===== src/rtl/eight_bit_add_multi_pkg.sv =====
// Shared constants for the add/multiply datapath slice.
package eight_bit_add_multi_pkg;
    localparam int DEF_WIDTH = 8;
endpackage


===== src/rtl/eight_bit_ripple_add.sv =====
// Ripple-carry adder built from a chain of full-adder bit slices.
module eight_bit_ripple_add
    import eight_bit_add_multi_pkg::*;
#(
    parameter int WIDTH = DEF_WIDTH
) (
    input  logic [WIDTH-1:0] a,
    input  logic [WIDTH-1:0] b,
    input  logic             cin,
    output logic [WIDTH-1:0] sum,
    output logic             cout
);
    logic [WIDTH:0] c;

    assign c[0] = cin;

    for (genvar i = 0; i < WIDTH; i++) begin : g_fa
        assign sum[i]  = a[i] ^ b[i] ^ c[i];
        assign c[i+1]  = (a[i] & b[i]) | (c[i] & (a[i] ^ b[i]));
    end

    assign cout = c[WIDTH];
endmodule


===== src/rtl/eight_bit_add_multi.sv =====
// Registered unsigned add (with carry) and truncated multiply of a and b.
module eight_bit_add_multi
    import eight_bit_add_multi_pkg::*;
#(
    parameter int WIDTH = DEF_WIDTH
) (
    input  logic             clk,
    input  logic             rst,
    input  logic [WIDTH-1:0] a,
    input  logic [WIDTH-1:0] b,
    output logic [WIDTH-1:0] sum,
    output logic             cout,
    output logic [WIDTH-1:0] out
);
    logic [WIDTH-1:0] add_s;
    logic             add_c;

    eight_bit_ripple_add #(.WIDTH(WIDTH)) u_add (
        .a    (a),
        .b    (b),
        .cin  (1'b0),
        .sum  (add_s),
        .cout (add_c)
    );

    // Partial products are already truncated to WIDTH bits, so the
    // accumulation chain only ever carries the low half of the product.
    logic [WIDTH-1:0][WIDTH-1:0] pp;
    logic [WIDTH-1:0][WIDTH-1:0] acc;
    logic [WIDTH-1:1]            mul_c_unused;

    for (genvar i = 0; i < WIDTH; i++) begin : g_pp
        assign pp[i] = (b & {WIDTH{a[i]}}) << i;
    end

    assign acc[0] = pp[0];

    for (genvar i = 1; i < WIDTH; i++) begin : g_acc
        eight_bit_ripple_add #(.WIDTH(WIDTH)) u_stage (
            .a    (acc[i-1]),
            .b    (pp[i]),
            .cin  (1'b0),
            .sum  (acc[i]),
            .cout (mul_c_unused[i])
        );
    end

    always_ff @(posedge clk) begin
        if (rst) begin
            sum  <= '0;
            cout <= 1'b0;
            out  <= '0;
        end else begin
            sum  <= add_s;
            cout <= add_c;
            out  <= acc[WIDTH-1];
        end
    end
endmodule


===== config.mk =====
export PLATFORM = sky130hd
export DESIGN_NAME = eight_bit_add_multi
export DESIGN_NICKNAME = d
export VERILOG_FILES = /design/src/rtl/eight_bit_add_multi_pkg.sv /design/src/rtl/eight_bit_ripple_add.sv /design/src/rtl/eight_bit_add_multi.sv
export SDC_FILE = /design/constraint.sdc
export NUM_CORES = 1
export LEC_CHECK = 0
export ABC_AREA = 0
export BUFFER_PORTS_ARGS = -buffer_cell sky130_fd_sc_hd__buf_4
export CELL_PAD_IN_SITES_DETAIL_PLACEMENT = 0
export CELL_PAD_IN_SITES_GLOBAL_PLACEMENT = 2
export CORE_MARGIN = 3
export CORE_UTILIZATION = 33
export DETAILED_ROUTE_END_ITERATION = 8
export PLACE_DENSITY = 0.81
export SLEW_MARGIN = 20
export SYNTH_ARGS = -nofsm -noshare
export SYNTH_HDL_FRONTEND = slang
export SYNTH_SLANG_ARGS = --single-unit

===== constraint.sdc =====
create_clock -name clk -period 8.6 [get_ports clk]
set_input_delay 1.29 -clock clk [delete_from_list [all_inputs] [get_ports clk]]
set_output_delay 1.29 -clock clk [all_outputs]
set_load 0.1 [all_outputs]

==> impl_metrics.csv, run 1 <==
group,metric,value,unit
outcome,status,"finished clean",
clock_network,cts_setup_buffers,0,
route,firstDrtPassIters,4,
timing,setup_tns,0,ns
placement,gp_congestion,0.787,
clock_network,cts_max_path_buffers,2,
power,pwr-share-comb,0.621,
grt,overflow,0,
flow_run,drv_cap,0,
worst_setup_path,cp.depth,22,
layout,fin_nets,217,
worst_setup_path,worstPathArrival,7.08,ns
clock_network,htree_levels,1,
route,final_antenna_net_count,0,
power,p_sw_frac,0.477,
logic_synthesis,synth.distinct_cells,14,
worst_setup_path,start_kind,"primary input",
grt,grt_pass1_vias,915,
worst_setup_path,critical_path.max_stage_delay,0.53,ns
clock_network,cts_hold_buffers,0,
logic_synthesis,syn-cell-area,1360,µm²
worst_setup_path,cpLargestDelayFamily,"adder cells",
timing,fin_hold_ws,1.33,ns
logic_synthesis,syn_area_per_cell,10.5,µm²
worst_setup_path,path_class,"primary input to flop",
die,io_pins,35,
grt,track_usage,0.108,
power,intPower,0.209,mW
logic_synthesis,yosysWarnings,0,
power,seqPwrFrac,0.241,
layout,syn2layout_area_growth,26.2,%
worst_setup_path,required,8.78,ns
worst_setup_path,cp-startpoint,"a[1]",
placement,post-dp-hpwl,2160,µm
timing,rsz0062_at_grt,"false",
timing,worst_slack,1.71,ns
worst_setup_path,crit_fanout,8,
layout,final_util,0.449,
die,die_w,70.2,µm
worst_setup_path,cp_num_buf_inv,5,
logic_synthesis,ys_seq_area_frac,0.250,
route,drt-total-wl,2470,µm
power,p_leak,0.841,nW
route,vias,898,
die,dieArea,4930,µm²
logic_synthesis,synth_seq_cells,17,
worst_setup_path,crit_top_cell,"fa_1",
die,start_util,0.355,
timing,worst_slew_pin_slew,0.280,ns
timing,max_freq,145,MHz
min_path,hold_path_class,"primary input to flop",
grt,grt_max_degree,18,
clock_network,clock_sinks,17,
layout,insertedDiodeCount,0,
grt,antenna_found_initial,0,
timing,finalHoldViolCount,0,
clock_network,cts_made_buffers,3,
power,switching_power,0.191,mW
route,avgViaCountPerCell,4.20,
min_path,min_from,"rst",
timing,max-slew-margin-rel,0.815,
logic_synthesis,syn_nets,179,
grt,grt_pass1_wl,4250,µm
timing,period_needed,6.89,ns
timing,maxSlewViolCount,0,
worst_setup_path,slowest_stage,"fa_1",
timing,finalSetupViolations,0,
die,rows,22,
worst_setup_path,path_cells,"buf_4, and2_1, ha_1, inv_1, fa_1, fa_1, inv_1, fa_1, fa_1, fa_1, fa_1, fa_1, fa_1, inv_1, fa_1, inv_1, ha_1, xor2_1, xnor2_1, xnor2_1, xnor3_1, nor2_1",
route,wl_per_cell,11.5,µm
worst_setup_path,end_kind,"flop",
clock_network,ctsResizeCount,0,
die,die_h,70.2,µm
route,drc,0,
clock_network,cts-root-buf,"clkbuf_8",
placement,io_buffers,34,
power,power.density,233,nW/µm²
clock_network,clkTransAtPathRegs,0.06,ns
power,clkPwrFrac,0.138,
placement,pre_cts_ws,1.42,ns
route,detail_route.iter0.violations,15,
timing,fin_crit_sh,0.802,
logic_synthesis,postSynthCellCount,129,
layout,drive_gt1_frac,0.235,
power,ir_drop,0.0857,mV
clock_network,cts_tree,"yes",
worst_setup_path,critPathCapture,"out[7]",
die,core-area,3830,µm²
final cells by class:
| cell class | instances | area [µm²] |
|---|---|---|
| fill | 384 | 2110 |
| multi-input combinational | 93 | 948 |
| sequential | 17 | 340 |
| timing repair buffer | 34 | 255 |
| inverter | 18 | 67.6 |
| tap | 48 | 60.1 |
| clock buffer | 4 | 45.0 |
cell families after synthesis:
family	after synthesis	share of synthesized area
xor+xnor	12	0.0929
fa+ha+maj	32	0.416
buf+inv	19	0.0524
flops	17	0.250
simple gates	49	0.189
cells in the mapped netlist (all sizes together):
library cell / instances / area (µm²)
dfxtp: 17 / 340
fa: 22 / 440
xnor3: 1 / 22.5
clkbuf: 1 / 3.75
nor2: 5 / 18.8
nand2: 16 / 62.6
inv: 18 / 67.6
xor2: 3 / 26.3
ha: 10 / 125
nor2b: 12 / 75.1
and2: 16 / 100
xnor2: 8 / 77.6
state kept, by name, indices dropped and copies added, names as in the netlist:
| signal | flops |
|---|---|
| cout | 1 |
| out | 8 |
| sum | 8 |
power by group through the flow:
| stage | Combinational (mW) | Sequential [mW] | Clock [mW] |
|---|---|---|---|
| 6_report | 0.249 | 0.0965 | 0.0552 |
| 5_1_grt | 0.271 | 0.0979 | 0.0601 |
| 4_1_cts | 0.253 | 0.0967 | 0.0566 |
| 3_5_place_dp | 0.252 | 0.0984 | 0 |
| 3_3_place_gp | 0.253 | 0.0977 | 0 |
| 2_1_floorplan | 0.0975 | 0.198 | 0 |
metal layers:
layer  up-vias  track usage  routed length (µm)
li1        450            -                   -
met1       418        0.146                1170
met2        28        0.167                1120
met3         2       0.0216                 163
met4         0       0.0447                  14
met5         -            0                   0
metrics by stage:
step / instances / area [µm²] / total power, mW
floorplan: 129 / 1360 / 0.296
global placement: 210 / 1670 / 0.350
detailed placement: 210 / 1670 / 0.350
CTS: 214 / 1720 / 0.406
global route: 214 / 1720 / 0.429
finish: 214 / 1720 / 0.400
layout by cell type (no fill, tap or decap), drive strengths merged:
cell | Yosys | layout
dfxtp | 17 | 17
clkbuf | 1 | 4
fa | 22 | 22
buf | 0 | 34
ha | 10 | 10
xnor3 | 1 | 1
nor2b | 12 | 12
inv | 18 | 18
nor2 | 5 | 5
and2 | 16 | 16
nand2 | 16 | 16
xor2 | 3 | 3
xnor2 | 8 | 8
how the worst min path moves through the flow:
stage | slack, ns | cells after the start | endpoint
3_5_place_dp | 1.59 | 2 | sum[7]
3_3_place_gp | 1.59 | 2 | sum[1]
2_1_floorplan | 1.36 | 1 | out[1]
6_report | 1.33 | 2 | sum[7]
5_1_grt | 1.35 | 2 | out[0]
4_1_cts | 1.33 | 2 | sum[7]
No activity file was read; power rests on OpenSTA's default activity.
==> inputs of run 2 (changes only) <==
--- a/config.mk
+++ b/config.mk
@@ -5,14 +5,14 @@
 export SDC_FILE = /design/constraint.sdc
 export NUM_CORES = 1
 export LEC_CHECK = 0
-export ABC_AREA = 0
+export ABC_AREA = 1
 export BUFFER_PORTS_ARGS = -buffer_cell sky130_fd_sc_hd__buf_4
 export CELL_PAD_IN_SITES_DETAIL_PLACEMENT = 0
 export CELL_PAD_IN_SITES_GLOBAL_PLACEMENT = 2
 export CORE_MARGIN = 3
-export CORE_UTILIZATION = 33
+export CORE_UTILIZATION = 27
 export DETAILED_ROUTE_END_ITERATION = 8
-export PLACE_DENSITY = 0.81
+export PLACE_DENSITY = 0.76
 export SLEW_MARGIN = 20
 export SYNTH_ARGS = -nofsm -noshare
 export SYNTH_HDL_FRONTEND = slang
==> constraint.sdc (replaced) <==
create_clock -name clk -period 6 [get_ports clk]
set_input_delay 0.9 -clock clk [delete_from_list [all_inputs] [get_ports clk]]
set_output_delay 0.9 -clock clk [all_outputs]
set_load 0.1 [all_outputs]
==> run 2 against run 1 <==
Net effect: count of clock-buffer cells in the layout decreased by 1; hold slack got worse by 0.39 ns; utilization decreased by 6.1 points; final cell count increased by 42%; combinational power increased by 63%; via count increased by 31%.
==> impl_metrics.csv, run 2 <==
group,metric,value,unit
clock_network,htree_levels,1,
timing,worst_slew_pin_slew,0.280,ns
timing,rsz0062_at_grt,"true",
worst_setup_path,path_class,"primary input to flop",
timing,finalSetupViolations,0,
clock_network,cts_max_path_buffers,2,
power,ir_drop,0.193,mV
logic_synthesis,postSynthCellCount,194,
layout,final_util,0.388,
layout,fin_area,2030,µm²
timing,fin_crit_sh,0.990,
logic_synthesis,synth_ff_type,"dfxtp_1",
die,io_pins,35,
timing,period_needed,5.94,ns
layout,final_common_cell,"nand2_1",
worst_setup_path,start_kind,"primary input",
timing,max-slew-margin-rel,0.815,
min_path,hold_path_class,"primary input to flop",
clock_network,clock_sinks,17,
grt,grt_pass1_wl,5510,µm
grt,grt_pass1_vias,1178,
placement,placed_cells,300,
layout,syn2layout_area_growth,34.9,%
logic_synthesis,synth_seq_cells,17,
placement,io_buffers,34,
clock_network,cts-root-buf,"clkbuf_8",
layout,layout_common_cells,"nand2_1 (49), inv_1 (44), buf_4 (37)",
route,final_antenna_net_count,0,
clock_network,cts_hold_buffers,0,
grt,overflow,0,
grt,track_usage,0.112,
timing,fin_hold_ws,0.936,ns
layout,top_regs,"out x8, sum x8, cout x1",
logic_synthesis,syn_nets,244,
clock_network,cts_setup_buffers,0,
route,wl_per_cell,10.3,µm
timing,max_freq,168,MHz
die,rows,26,
logic_synthesis,synth.distinct_cells,19,
worst_setup_path,worstPathArrival,6.09,ns
clock_network,cts_made_buffers,3,
grt,antenna_found_initial,0,
worst_setup_path,critical_path.max_stage_delay,0.53,ns
timing,maxSlewViolCount,0,
logic_synthesis,yosys.area.top_type,"fa_1",
layout,insertedDiodeCount,0,
placement,gp_congestion,0.735,
worst_setup_path,required,6.14,ns
die,die_w,80.7,µm
die,core-area,5240,µm²
min_path,min_from,"rst",
worst_setup_path,slowest_stage,"fa_2",
placement,post-dp-hpwl,2740,µm
route,vias,1178,
logic_synthesis,synth.top_cell.area_share,0.293,
die,start_util,0.287,
min_path,hold-path-endpoint,"sum[7]",
logic_synthesis,syn_area_per_cell,7.76,µm²
grt,grt_max_degree,18,
route,drc,0,
route,detail_route.iter0.violations,33,
logic_synthesis,syn-cell-area,1510,µm²
outcome,status,"finished clean",
worst_setup_path,crit_top_cell,"fa_2",
layout,drive_gt1_frac,0.325,
power,power,0.622,mW
timing,finalHoldViolCount,0,
clock_network,clkTransAtPathRegs,0.06,ns
worst_setup_path,cpLargestDelayFamily,"adder cells",
worst_setup_path,cp_num_buf_inv,6,
flow_run,drv_cap,0,
logic_synthesis,yosysWarnings,0,
logic_synthesis,synth_edf_count,0,
logic_synthesis,ys_seq_area_frac,0.226,
power,p_leak,1.14,nW
placement,placed_cell_area,1910,µm²
die,die_h,80.7,µm
die,dieArea,6510,µm²
route,drt-total-wl,3130,µm
logic_synthesis,netlist_top_cells_count,"inv_1 (52), nand2_1 (52), fa_1 (22)",
route,avgViaCountPerCell,3.88,
worst_setup_path,end_kind,"flop",
logic_synthesis,synthArstFlopShare,0,
route,firstDrtPassIters,4,
worst_setup_path,cp-startpoint,"a[0]",
clock_network,cts_tree,"yes",
worst_setup_path,crit_fanout,3,
power,power.density,306,nW/µm²
logic_synthesis,synthTopCellsByArea,"fa_1 (29%), dfxtp_1 (23%), inv_1 (13%), nand2_1 (13%), ha_1 (8.3%)",
layout,fin_nets,285,
layout,final_cells,304,
min_path,whs_path_depth,2,
run 2: cell count changes in the layout (fill, tap and decap cells not counted), sizes merged, moves of 2 or more:
cell    before  now
nand2       16   55
inv         18   53
and2        16    0
nor2         5   18
nor2b       12    0
nand3        0    9
buf         34   41
xnor2        8    1
xor2         3    0
clkinv       0    2
run 2: final cells by class:
type / count / area (µm²)
Fill cell: 545 / 3210
Multi-Input combinational cell: 118 / 1020
Sequential cell: 17 / 340
Timing Repair Buffer: 41 / 334
Inverter: 54 / 205
Tap cell: 70 / 87.6
Clock buffer: 3 / 41.3
Clock inverter: 1 / 5.00
run 2: worst max path at each step:
stage,end,cells past startpoint,slack (ns)
2_1_floorplan,out[7],26,-0.11
3_5_place_dp,out[7],26,-0.25
6_report,out[7],26,0.06
4_1_cts,out[7],26,0.002
3_3_place_gp,out[7],26,-0.25
5_1_grt,out[7],26,-0.12
run 2: layer usage:
layer	track usage	share of wire	vias up
met5	0	0	-
met4	0.0405	0.012	0
met3	0.0112	0.052	2
met2	0.180	0.46	30
met1	0.154	0.47	523
li1	-	-	623
run 2: cells by family (layout without fill, tap and decap cells):
kind of cell,after synthesis,count (layout),share of synthesized area
fa+ha+maj,32,32,0.376
flops,17,17,0.226
simple gates,85,85,0.235
xor+xnor,1,1,0.00582
buf+inv,59,99,0.157
run 2: what timing repair did:
action / 4_1_cts / 5_1_grt
endpoints found under the hold margin: 0 / 0
resized for setup: 0 / 19
endpoints found under the setup margin: 0 / 1
run 2: report_power, final:
group | switching (mW) | internal (mW) | total [mW] | leakage (nW)
combinational | 0.277 | 0.128 | 0.405 | 0.977
clock | 0.0333 | 0.0459 | 0.0792 | 0.0255
sequential | 0.00474 | 0.133 | 0.138 | 0.142
run 2: through the flow:
step | TNS (ns) | setup slack, ns
after floorplan | -0.115 | -0.115
after global placement | -0.249 | -0.249
after detailed placement | -0.254 | -0.254
after CTS | 0 | 0.00175
after global routing | -0.120 | -0.120
final | 0 | 0.0594
==> inputs of run 3 (changes only) <==
--- a/config.mk
+++ b/config.mk
@@ -10,9 +10,10 @@
 export CELL_PAD_IN_SITES_DETAIL_PLACEMENT = 0
 export CELL_PAD_IN_SITES_GLOBAL_PLACEMENT = 2
 export CORE_MARGIN = 3
-export CORE_UTILIZATION = 27
+export CORE_UTILIZATION = 28
+export CTS_BUF_LIST = sky130_fd_sc_hd__clkbuf_4 sky130_fd_sc_hd__clkbuf_8
 export DETAILED_ROUTE_END_ITERATION = 8
-export PLACE_DENSITY = 0.76
+export PLACE_DENSITY = 0.78
 export SLEW_MARGIN = 20
 export SYNTH_ARGS = -nofsm -noshare
 export SYNTH_HDL_FRONTEND = slang
==> run 3 against run 2 <==
Net effect: largest power group unchanged; hold slack improved by 0.0069 ns; flip-flop and latch count unchanged; maximum frequency up 1.8%; non-clock buffer count down 1; via count fell by 1.2%; clock power increased by 0.5%; final cell count is 0.33% lower; die area down 3.3%; critical endpoint unchanged; largest cell class unchanged.
==> impl_metrics.csv, run 3 (synthesis gave the netlist of run 2 again) <==
group,metric,value,unit
outcome,status,"finished clean",
grt,antenna_found_initial,0,
grt,grt_max_degree,18,
die,rows,26,
route,firstDrtPassIters,4,
worst_setup_path,end_kind,"flop",
route,detail_route.iter0.violations,24,
layout,fillCellCount,565,
die,dieArea,6290,µm²
min_path,hold_path_class,"primary input to flop",
route,drt-total-wl,3130,µm
placement,placed_cells,299,
min_path,min_from,"rst",
route,drc,0,
timing,worst_slack,0.166,ns
placement,io_buffers,34,
layout,drive_gt1_frac,0.305,
layout,top_regs,"out x8, sum x8, cout x1",
worst_setup_path,start_kind,"primary input",
grt,grtUsageMet2,0.201,
layout,multi_input_area,991,µm²
placement,gp_congestion,0.740,
timing,finalHoldViolCount,0,
timing,worst_slew_pin_slew,0.282,ns
worst_setup_path,slowest_stage,"fa_2",
layout,layout_common_cells,"nand2_1 (50), inv_1 (46), buf_4 (36)",
grt,met1_usage,0.153,
timing,max_freq,171,MHz
route,avgViaCountPerCell,3.84,
grt,grt_pass1_wl,5690,µm
worst_setup_path,cp-startpoint,"a[1]",
clock_network,clkTransAtPathRegs,0.06,ns
timing,rsz0062_at_grt,"true",
worst_setup_path,crit_top_cell,"fa_2",
layout,final_cells,303,
die,die_w,79.3,µm
timing,period_needed,5.83,ns
flow_run,drv_cap,0,
timing,fin_hold_ws,0.943,ns
layout,final_util,0.386,
grt,grt_pass1_vias,1153,
power,power,0.602,mW
worst_setup_path,required,6.15,ns
worst_setup_path,path_class,"primary input to flop",
power,p_leak,1.13,nW
die,io_pins,35,
clock_network,clock_sinks,17,
clock_network,cts_tree,"yes",
clock_network,cts_max_path_buffers,2,
layout,final-seq-area,340,µm²
timing,setup_tns,0,ns
route,vias,1164,
clock_network,cts_hold_buffers,0,
placement,placed_cell_area,1910,µm²
layout,final_common_cell,"nand2_1",
route,wl_per_cell,10.3,µm
grt,track_usage,0.115,
die,core-area,5140,µm²
grt,overflow,0,
timing,max-slew-margin-rel,0.814,
placement,pre_cts_ws,-0.307,ns
die,start_util,0.293,
worst_setup_path,critical_path.max_stage_delay,0.54,ns
route,final_antenna_net_count,0,
grt,top_usage_layer,"met2",
placement,post-dp-hpwl,2770,µm
die,die_h,79.3,µm
worst_setup_path,worstPathArrival,5.98,ns
timing,maxSlewViolCount,0,
power,power.density,303,nW/µm²
worst_setup_path,crit_fanout,4,
clock_network,htree_levels,1,
clock_network,cts_setup_buffers,0,
timing,finalSetupViolations,0,
grt,use_met3,0.00794,
layout,syn2layout_area_growth,31.8,%
timing,fin_crit_sh,0.972,
power,ir_drop,0.169,mV
layout,fin_nets,284,
layout,fin_area,1980,µm²
clock_network,cts-root-buf,"clkbuf_8",
layout,insertedDiodeCount,0,
clock_network,cts_made_buffers,3,
run 3: final cells by class:
cell class,count,share of cell area
multi-input combinational,118,0.500
sequential,17,0.172
timing repair buffer,40,0.159
inverter,54,0.102
tap,70,0.0442
clock buffer,3,0.0208
clock inverter,1,0.00252
run 3: timing repair:
item / CTS / global route
gates cloned: 0 / 0
gates resized for setup: 1 / 8
pin swaps: 11 / 6
setup endpoints to repair: 1 / 1
run 3: worst paths after layout:
path	to	slack [ns]	cells after the start
max	out[7]	0.17	26
min	cout	0.94	2
run 3: power by group:
part	internal, mW	total [mW]	switching (mW)
Combinational	0.118	0.385	0.267
Sequential	0.133	0.137	0.00446
Clock	0.0459	0.0796	0.0337
run 3: routing by layer:
metal  vias up  routed length, µm
met1       517               1480
met5         -                  0
met3         2                100
met4         0                 21
met2        25               1530
li1        620                  -
run 3: worst max-delay path, delay by kind of cell:
kind / cells / cell delay, ns
buf+inv: 6 / 0.31
xor+xnor: 1 / 0.13
fa+ha+maj: 11 / 4.13
simple gates: 8 / 0.51
